### src/rtl/tl_a_get_repeater.sv
// One-entry TileLink A-channel repeat buffer: expands a multi-beat Get into one 8-byte beat per cycle.
// Latency: first beat is combinational pass-through; each replay follows one cycle later per deq_ready.
// Backpressure: enq_ready follows deq_ready when idle and is held low while a saved Get is replayed.
module tl_a_get_repeater #(
  parameter int ADDR_W     = 32,
  parameter int SRC_W      = 4,
  parameter int MAX_LGSIZE = 6
) (
  input  logic              clock,
  input  logic              reset,
  input  logic              enq_valid,
  output logic              enq_ready,
  input  logic [2:0]        enq_opcode,
  input  logic [2:0]        enq_param,
  input  logic [2:0]        enq_size,
  input  logic [SRC_W-1:0]  enq_source,
  input  logic [ADDR_W-1:0] enq_address,
  input  logic [7:0]        enq_mask,
  input  logic [63:0]       enq_data,
  output logic              deq_valid,
  input  logic              deq_ready,
  output logic [2:0]        deq_opcode,
  output logic [2:0]        deq_param,
  output logic [2:0]        deq_size,
  output logic [SRC_W-1:0]  deq_source,
  output logic [ADDR_W-1:0] deq_address,
  output logic [7:0]        deq_mask,
  output logic [63:0]       deq_data,
  output logic              deq_last,
  output logic              full
);

  localparam int CNT_W = MAX_LGSIZE - 3;
  localparam logic [CNT_W-1:0] CNT_MAX = '1;

  logic [CNT_W-1:0]  rem;
  logic [2:0]        saved_opcode;
  logic [2:0]        saved_param;
  logic [2:0]        saved_size;
  logic [SRC_W-1:0]  saved_source;
  logic [7:0]        saved_mask;
  logic [63:0]       saved_data;
  logic [ADDR_W-1:0] addr_q;

  logic              mb;
  logic [7:0]        span_m1;
  logic [CNT_W-1:0]  rem_init;
  logic [ADDR_W-1:0] enq_beat_addr;

  // Decode the incoming beat: multi-beat Get detection, replay count and beat-aligned address.
  always_comb begin
    mb            = (enq_opcode == 3'd4) && (enq_size > 3'd3);
    span_m1       = (8'd1 << (enq_size - 3'd3)) - 8'd1;
    // Oversized requests saturate the replay counter instead of wrapping it.
    rem_init      = (span_m1 > 8'(CNT_MAX)) ? CNT_MAX : span_m1[CNT_W-1:0];
    enq_beat_addr = {enq_address[ADDR_W-1:3], 3'b000};
  end

  // Capture a multi-beat Get on acceptance, then step address/counter on every replayed beat.
  always_ff @(posedge clock) begin
    if (reset) begin
      full         <= 1'b0;
      rem          <= '0;
      saved_opcode <= '0;
      saved_param  <= '0;
      saved_size   <= '0;
      saved_source <= '0;
      saved_mask   <= '0;
      saved_data   <= '0;
      addr_q       <= '0;
    end else if (!full) begin
      if (enq_valid && enq_ready && mb) begin
        full         <= 1'b1;
        rem          <= rem_init;
        saved_opcode <= enq_opcode;
        saved_param  <= enq_param;
        saved_size   <= enq_size;
        saved_source <= enq_source;
        saved_mask   <= enq_mask;
        saved_data   <= enq_data;
        addr_q       <= enq_beat_addr + ADDR_W'(8);
      end
    end else if (deq_ready) begin
      rem    <= rem - CNT_W'(1);
      addr_q <= addr_q + ADDR_W'(8);
      if (rem == CNT_W'(1)) begin
        full <= 1'b0;
      end
    end
  end

  // Select pass-through or replay view of the beat; handshakes are squashed during reset.
  always_comb begin
    deq_opcode  = enq_opcode;
    deq_param   = enq_param;
    deq_size    = enq_size;
    deq_source  = enq_source;
    deq_address = mb ? enq_beat_addr : enq_address;
    deq_mask    = mb ? 8'hff : enq_mask;
    deq_data    = enq_data;
    deq_last    = !mb;
    deq_valid   = enq_valid && !reset;
    enq_ready   = deq_ready && !reset;
    if (full) begin
      deq_opcode  = saved_opcode;
      deq_param   = saved_param;
      deq_size    = saved_size;
      deq_source  = saved_source;
      deq_address = addr_q;
      deq_mask    = 8'hff;
      deq_data    = saved_data;
      deq_last    = (rem == CNT_W'(1));
      deq_valid   = !reset;
      enq_ready   = 1'b0;
    end
  end

endmodule

### config.mk
export PLATFORM = sky130hd
export DESIGN_NAME = tl_a_get_repeater
export DESIGN_NICKNAME = d
export VERILOG_FILES = /design/src/rtl/tl_a_get_repeater.sv
export SDC_FILE = /design/constraint.sdc
export NUM_CORES = 1
export LEC_CHECK = 0
export BUFFER_PORTS_ARGS = -buffer_cell sky130_fd_sc_hd__buf_2
export CAP_MARGIN = 10
export CELL_PAD_IN_SITES_DETAIL_PLACEMENT = 1
export CELL_PAD_IN_SITES_GLOBAL_PLACEMENT = 1
export CORE_UTILIZATION = 32
export DETAILED_ROUTE_END_ITERATION = 10
export PLACE_DENSITY = 0.81
export SETUP_SLACK_MARGIN = 0.15
export SYNTH_ARGS = -nofsm -noshare
export SYNTH_HDL_FRONTEND = slang
export SYNTH_SLANG_ARGS = --single-unit
export TNS_END_PERCENT = 30
### constraint.sdc
create_clock -name clock -period 3.1 [get_ports clock]
set_input_delay 0.93 -clock clock [delete_from_list [all_inputs] [get_ports clock]]
set_output_delay 0.93 -clock clock [all_outputs]
set_load 0.01 [all_outputs]
### After elaboration in Yosys (flattened, before gate mapping)

Index checks and enable logic that the tools add are counted.

* multiplexer cells: 23
* equal/unequal tests: 3
* $add $sub $neg: 5
* bitwise logic cells: 1
* shift-type cells: 1
* reductions and logical operators: 10
* magnitude comparators: 2

Operator list (number)
* $mux W32: 4
* $add A32 B4 Y32 const B: 2
* $mux W64: 1
* $mux W3: 8
* $mux W8: 2
* $gt A8 B3 Y1 const B: 1
* $shl A1 B3 Y8 const A: 1
* $sub A8 B1 Y8 const B: 1
* $mux W1: 7
* $logic_and A1 B1 Y1: 5
* $mux W4: 1
* $reduce_and A2 Y1: 2
* $eq A3 B1 Y1 const B: 1
* $eq A3 B3 Y1 const B: 1
* $gt A3 B2 Y1 const B: 1
* $sub A3 B1 Y3 const B: 1
* $sub A3 B2 Y3 const B: 1
* $logic_not A1 Y1: 2
* $ne A2 B2 Y1 const B: 1
* $reduce_bool A2 Y1: 1
* $not A1 Y1: 1

* word-level logic and storage cells: 53
* register bits: 113
* output and inout port bits: 121
* input port bits: 121

### Longest topological paths before layout

* depth in word-level cells: 7
* depth in mapped cells: 13
* depth with buffers taken out: 8

### Least setup slack after synthesis

OpenSTA, ideal clock, no wires.

* path type: flip-flop to flip-flop
* start point: reg full
* end point: reg addr_q[23]
* cell stages (with the launch flop): 13
* required time: 3.036 ns
* arrival: 3.109 ns
* library setup time: 0.064 ns
* path buffers: 5
* setup slack: -0.073 ns
* cell sequence: dfxtp_1 > buf_4 > buf_4 > buf_2 > clkbuf_1 > buf_2 > mux2_2 > ha_1 > nand2_1 > o21ai_1 > nand4_1 > or4_1 > nand4_1

* longest elaborated chain between the ends: 5

Ends and longest elaborated chain
* start, declared: line 30 `output logic full`
* start signal, assigned: line 62 `full <= 1'b0;`
* start signal, assigned: line 73 `full <= 1'b1;`
* start signal, assigned: line 87 `full <= 1'b0;`
* $mux W1: line 104 `if (full) begin`
* $logic_and A1 B1 Y1 (2 in a row): line 72 `if (enq_valid && enq_ready && mb) begin`
* $reduce_bool A2 Y1 (no line)
* $reduce_and A2 Y1 (no line)
* end signal, assigned: line 81 `addr_q <= enq_beat_addr + ADDR_W'(8);`
* end signal, assigned: line 85 `addr_q <= addr_q + ADDR_W'(8);`
* end, declared: line 43 `logic [ADDR_W-1:0] addr_q;`

Parallel ways exist; a longest one is shown, timed or not.
A chain may end at the register's enable or synchronous reset.

### Final worst setup path

* start point: in enq_size[0]
* end point: out deq_last

* longest elaborated chain between the ends: 4

Ends and longest elaborated chain
* start, declared: line 15 `input logic [2:0] enq_size,`
* $gt A3 B2 Y1: line 52 `mb = (enq_opcode == 3'd4) && (enq_size > 3'd3);`
* $logic_and A1 B1 Y1: line 52
* $logic_not A1 Y1: line 101 `deq_last = !mb;`
* $mux W1: line 104
* end, declared: line 29 `output logic deq_last,`

Every way passes these cells.

==> flow_summary_export.csv <==
group,metric,value,unit
route,wl,20800,um
outcome,violations,"negative setup slack",
finish,final_cell_mix,"buf_2, nand2_1, dfxtp_1, mux2_2, a21oi_1",
clocking,clockRootBuffer,"clkbuf_16",
timing,fmax,316,MHz
global_route,grt.busiest_layer,"met2",
synthesis,yosysSeqAreaShare,35.3,%
worst_setup_path,crit_fanout,5,
worst_setup_path,rr_worst_depth,7,
finish,drive_above_1_share,40.7,%
floorplanning,die-area,20100,sq um
timing,timing.final.crit_share,102,%
synthesis,synth_fp_nets,899,
timing,rsz0062_at_grt,"yes",
worst_setup_path,path_class,"input pin to output pin",
floorplanning,initial_core_util,33.1,%
worst_hold_path,hp-class,"flip-flop to flip-flop",
timing,tightest_slew,0.785,ns
global_route,grt_pass1_vias,6697,
route,via_count,6483,
clocking,hold_buffers,0,
floorplanning,num_io_pins,242,
pwr,ir_drop,264,uV
timing,hold_viol_final,0,
synthesis,syn_area,6240,sq um
route,wl_per_cell,16.4,um
finish,final_nets,1126,
global_route,grt_max_degree,68,
global_route,grt.met2_usage,35.4,%
synthesis,synth_cells,772,
worst_setup_path,startpoint,"enq_size[0]",
synthesis,ys_warn_count,0,
route,drc,0,
clocking,insertion_delay,0.36,ns
finish,fin_util,43.5,%
timing,fin_ws,-0.0627,ns
synthesis,synth_edf_count,0,
global_route,grt_use_met1,25.0,%
worst_setup_path,critPathCapture,"deq_last",
worst_setup_path,r2r-end,"addr_q[31]",
place,dpl.cell_count,1242,
floorplanning,die-width,142,um
place,dpl.hpwl,15100,um
finish,syn_to_final_growth,31.5,%
clocking,numCtsBuffers,9,
route,firstDrtPassIters,4,
timing,setup-tns-final,-0.177,ns
finish,mostFrequentLayoutCell,"buf_2",
global_route,track_usage,20.5,%
floorplanning,die_height,142,um
global_route,grt_pass1_wl,33300,um
timing,period_minus_slack,3.16,ns
global_route,grt_antenna_before_repair,1,
synthesis,ys.flop_type,"dfxtp_1",
worst_setup_path,required,2.17,ns
pwr,p_leak,3.26,nW
clocking,htreeDepth,3,
global_route,grt_use_met3,5.37,%
synthesis,syn_avg_cell_area,8.09,sq um
synthesis,ys_async_sr_fraction,0,%
route,viasPerCell,5.12,
place,place_ws,-0.184,ns
run,drv_cap,0,
floorplanning,core_area,18900,sq um
finish,final_cells,1265,
timing,slew_viol_final,0,
worst_setup_path,cp-end-kind,"output pin",
route,drt_iter0_drc,193,
place,port_buffers,241,
worst_setup_path,r2r_start,"full",
worst_setup_path,cp.arrival,2.23,ns
place,gp_congestion,0.802,
outcome,outcome,"finished with violations",
worst_setup_path,ff2ff_setup_slack,0.64,ns
timing,setup_violations,4,
synthesis,yosysUniqueCellTypes,61,
route,drtAntennaViolNets,0,
pwr,power,3.11,mW
clocking,ctsLongestPathBuffers,2,
worst_setup_path,crit_path_start_kind,"input pin",
timing,slew_headroom,47.6,%
clocking,clkSinkCount,110,
clocking,cts_tree,"done",
global_route,grt_overflow,0,
synthesis,synth-seq-cells,110,
pwr,powerDensity,379,nW/um^2
clocking,path_clk_slew,0.08,ns
timing,fin_skew,0.00716,ns
floorplanning,fp-row-count,50,
[cell type report]
type / instances / area (sq um)
Clock buffer: 9 / 225
Tap cell: 260 / 325
Clock inverter: 7 / 71.3
Sequential cell: 110 / 2210
Timing Repair Buffer: 275 / 1550
Inverter: 17 / 63.8
Antenna cell: 1 / 2.50
Multi-Input combinational cell: 586 / 3770
Fill cell: 2371 / 10700
[metrics by stage]
| step | cell area [sq um] | hold WS, ns |
|---|---|---|
| after floorplan | 6280 | 0.432 |
| after global placement | 7800 | 0.439 |
| after detailed placement | 7800 | 0.447 |
| after CTS | 8170 | 0.458 |
| after global routing | 8210 | 0.472 |
| final | 8210 | 0.456 |
[how the worst min path moves through the flow]
stage / from / end / cells after the start
2_1_floorplan: addr_q[14] / addr_q[14] / 2
3_3_place_gp: saved_data[0] / saved_data[0] / 2
3_5_place_dp: saved_data[31] / saved_data[31] / 2
4_1_cts: saved_data[44] / saved_data[44] / 2
5_1_grt: saved_data[48] / saved_data[48] / 2
6_report: saved_data[44] / saved_data[44] / 2
[cell usage after synthesis (5+ instances only)]
library cell / number / area share (%)
a21oi_1: 88 / 7.1
nand2_1: 191 / 11
clkbuf_1: 24 / 1.4
mux2i_1: 10 / 1.6
ha_1: 6 / 1.2
or3_1: 10 / 1.0
nand2b_1: 6 / 0.60
o21ai_0: 11 / 0.88
nand4_1: 26 / 2.6
and2_1: 5 / 0.50
and3_1: 6 / 0.60
buf_2: 28 / 2.2
nand3_1: 39 / 3.1
o311ai_1: 6 / 0.84
nor2_1: 16 / 0.96
dfxtp_1: 110 / 35
inv_1: 17 / 1.0
mux2_2: 94 / 17
nand3b_1: 5 / 0.60
[worst max-delay path, cell delays in order]
cell    delay (ns)
buf_6         0.09
and2_4        0.16
ha_4          0.15
or2_4         0.24
nor3_4        0.18
buf_6         0.15
nor2_4        0.05
a21o_1        0.15
buf_2         0.13
[what timing repair did]
item | 4_1_cts | 5_1_grt
endpoints found under the setup margin | 12 | 29
pin swaps | 11 | 5
gates cloned | 1 | 0
buffers inserted | 2 | 3
gates resized for setup | 12 | 3
[routing by layer]
metal | routed length (um) | up-vias
li1 | - | 3178
met1 | 9130 | 3116
met2 | 10200 | 168
met3 | 1140 | 21
met4 | 306 | 0
met5 | 0 | -
[logic make-up (layout without fill, tap and decap cells)]
logic type | after synthesis | in the layout | synth area share, %
buf+inv | 76 | 308 | 5.49
other cells | 0 | 1 | 0
flops | 110 | 110 | 35.3
mux | 104 | 104 | 18.6
xor+xnor | 7 | 7 | 0.982
compound gates | 139 | 139 | 13.6
fa+ha+maj | 6 | 6 | 1.20
simple gates | 330 | 330 | 24.9
[state kept, by name (all words and copies together), names as in the netlist]
| signal | flops |
|---|---|
| saved_data | 64 |
| full | 1 |
| saved_param | 3 |
| addr_q | 29 |
| saved_size | 3 |
| saved_opcode | 3 |
| rem | 3 |
| saved_source | 4 |
[power breakdown]
| group | switching [mW] | internal [mW] |
|---|---|---|
| logic | 0.263 | 0.229 |
| clock network | 0.565 | 0.631 |
| registers | 0.00668 | 1.42 |
| total | 0.835 | 2.28 |
No activity file was read; power rests on OpenSTA's default activity.
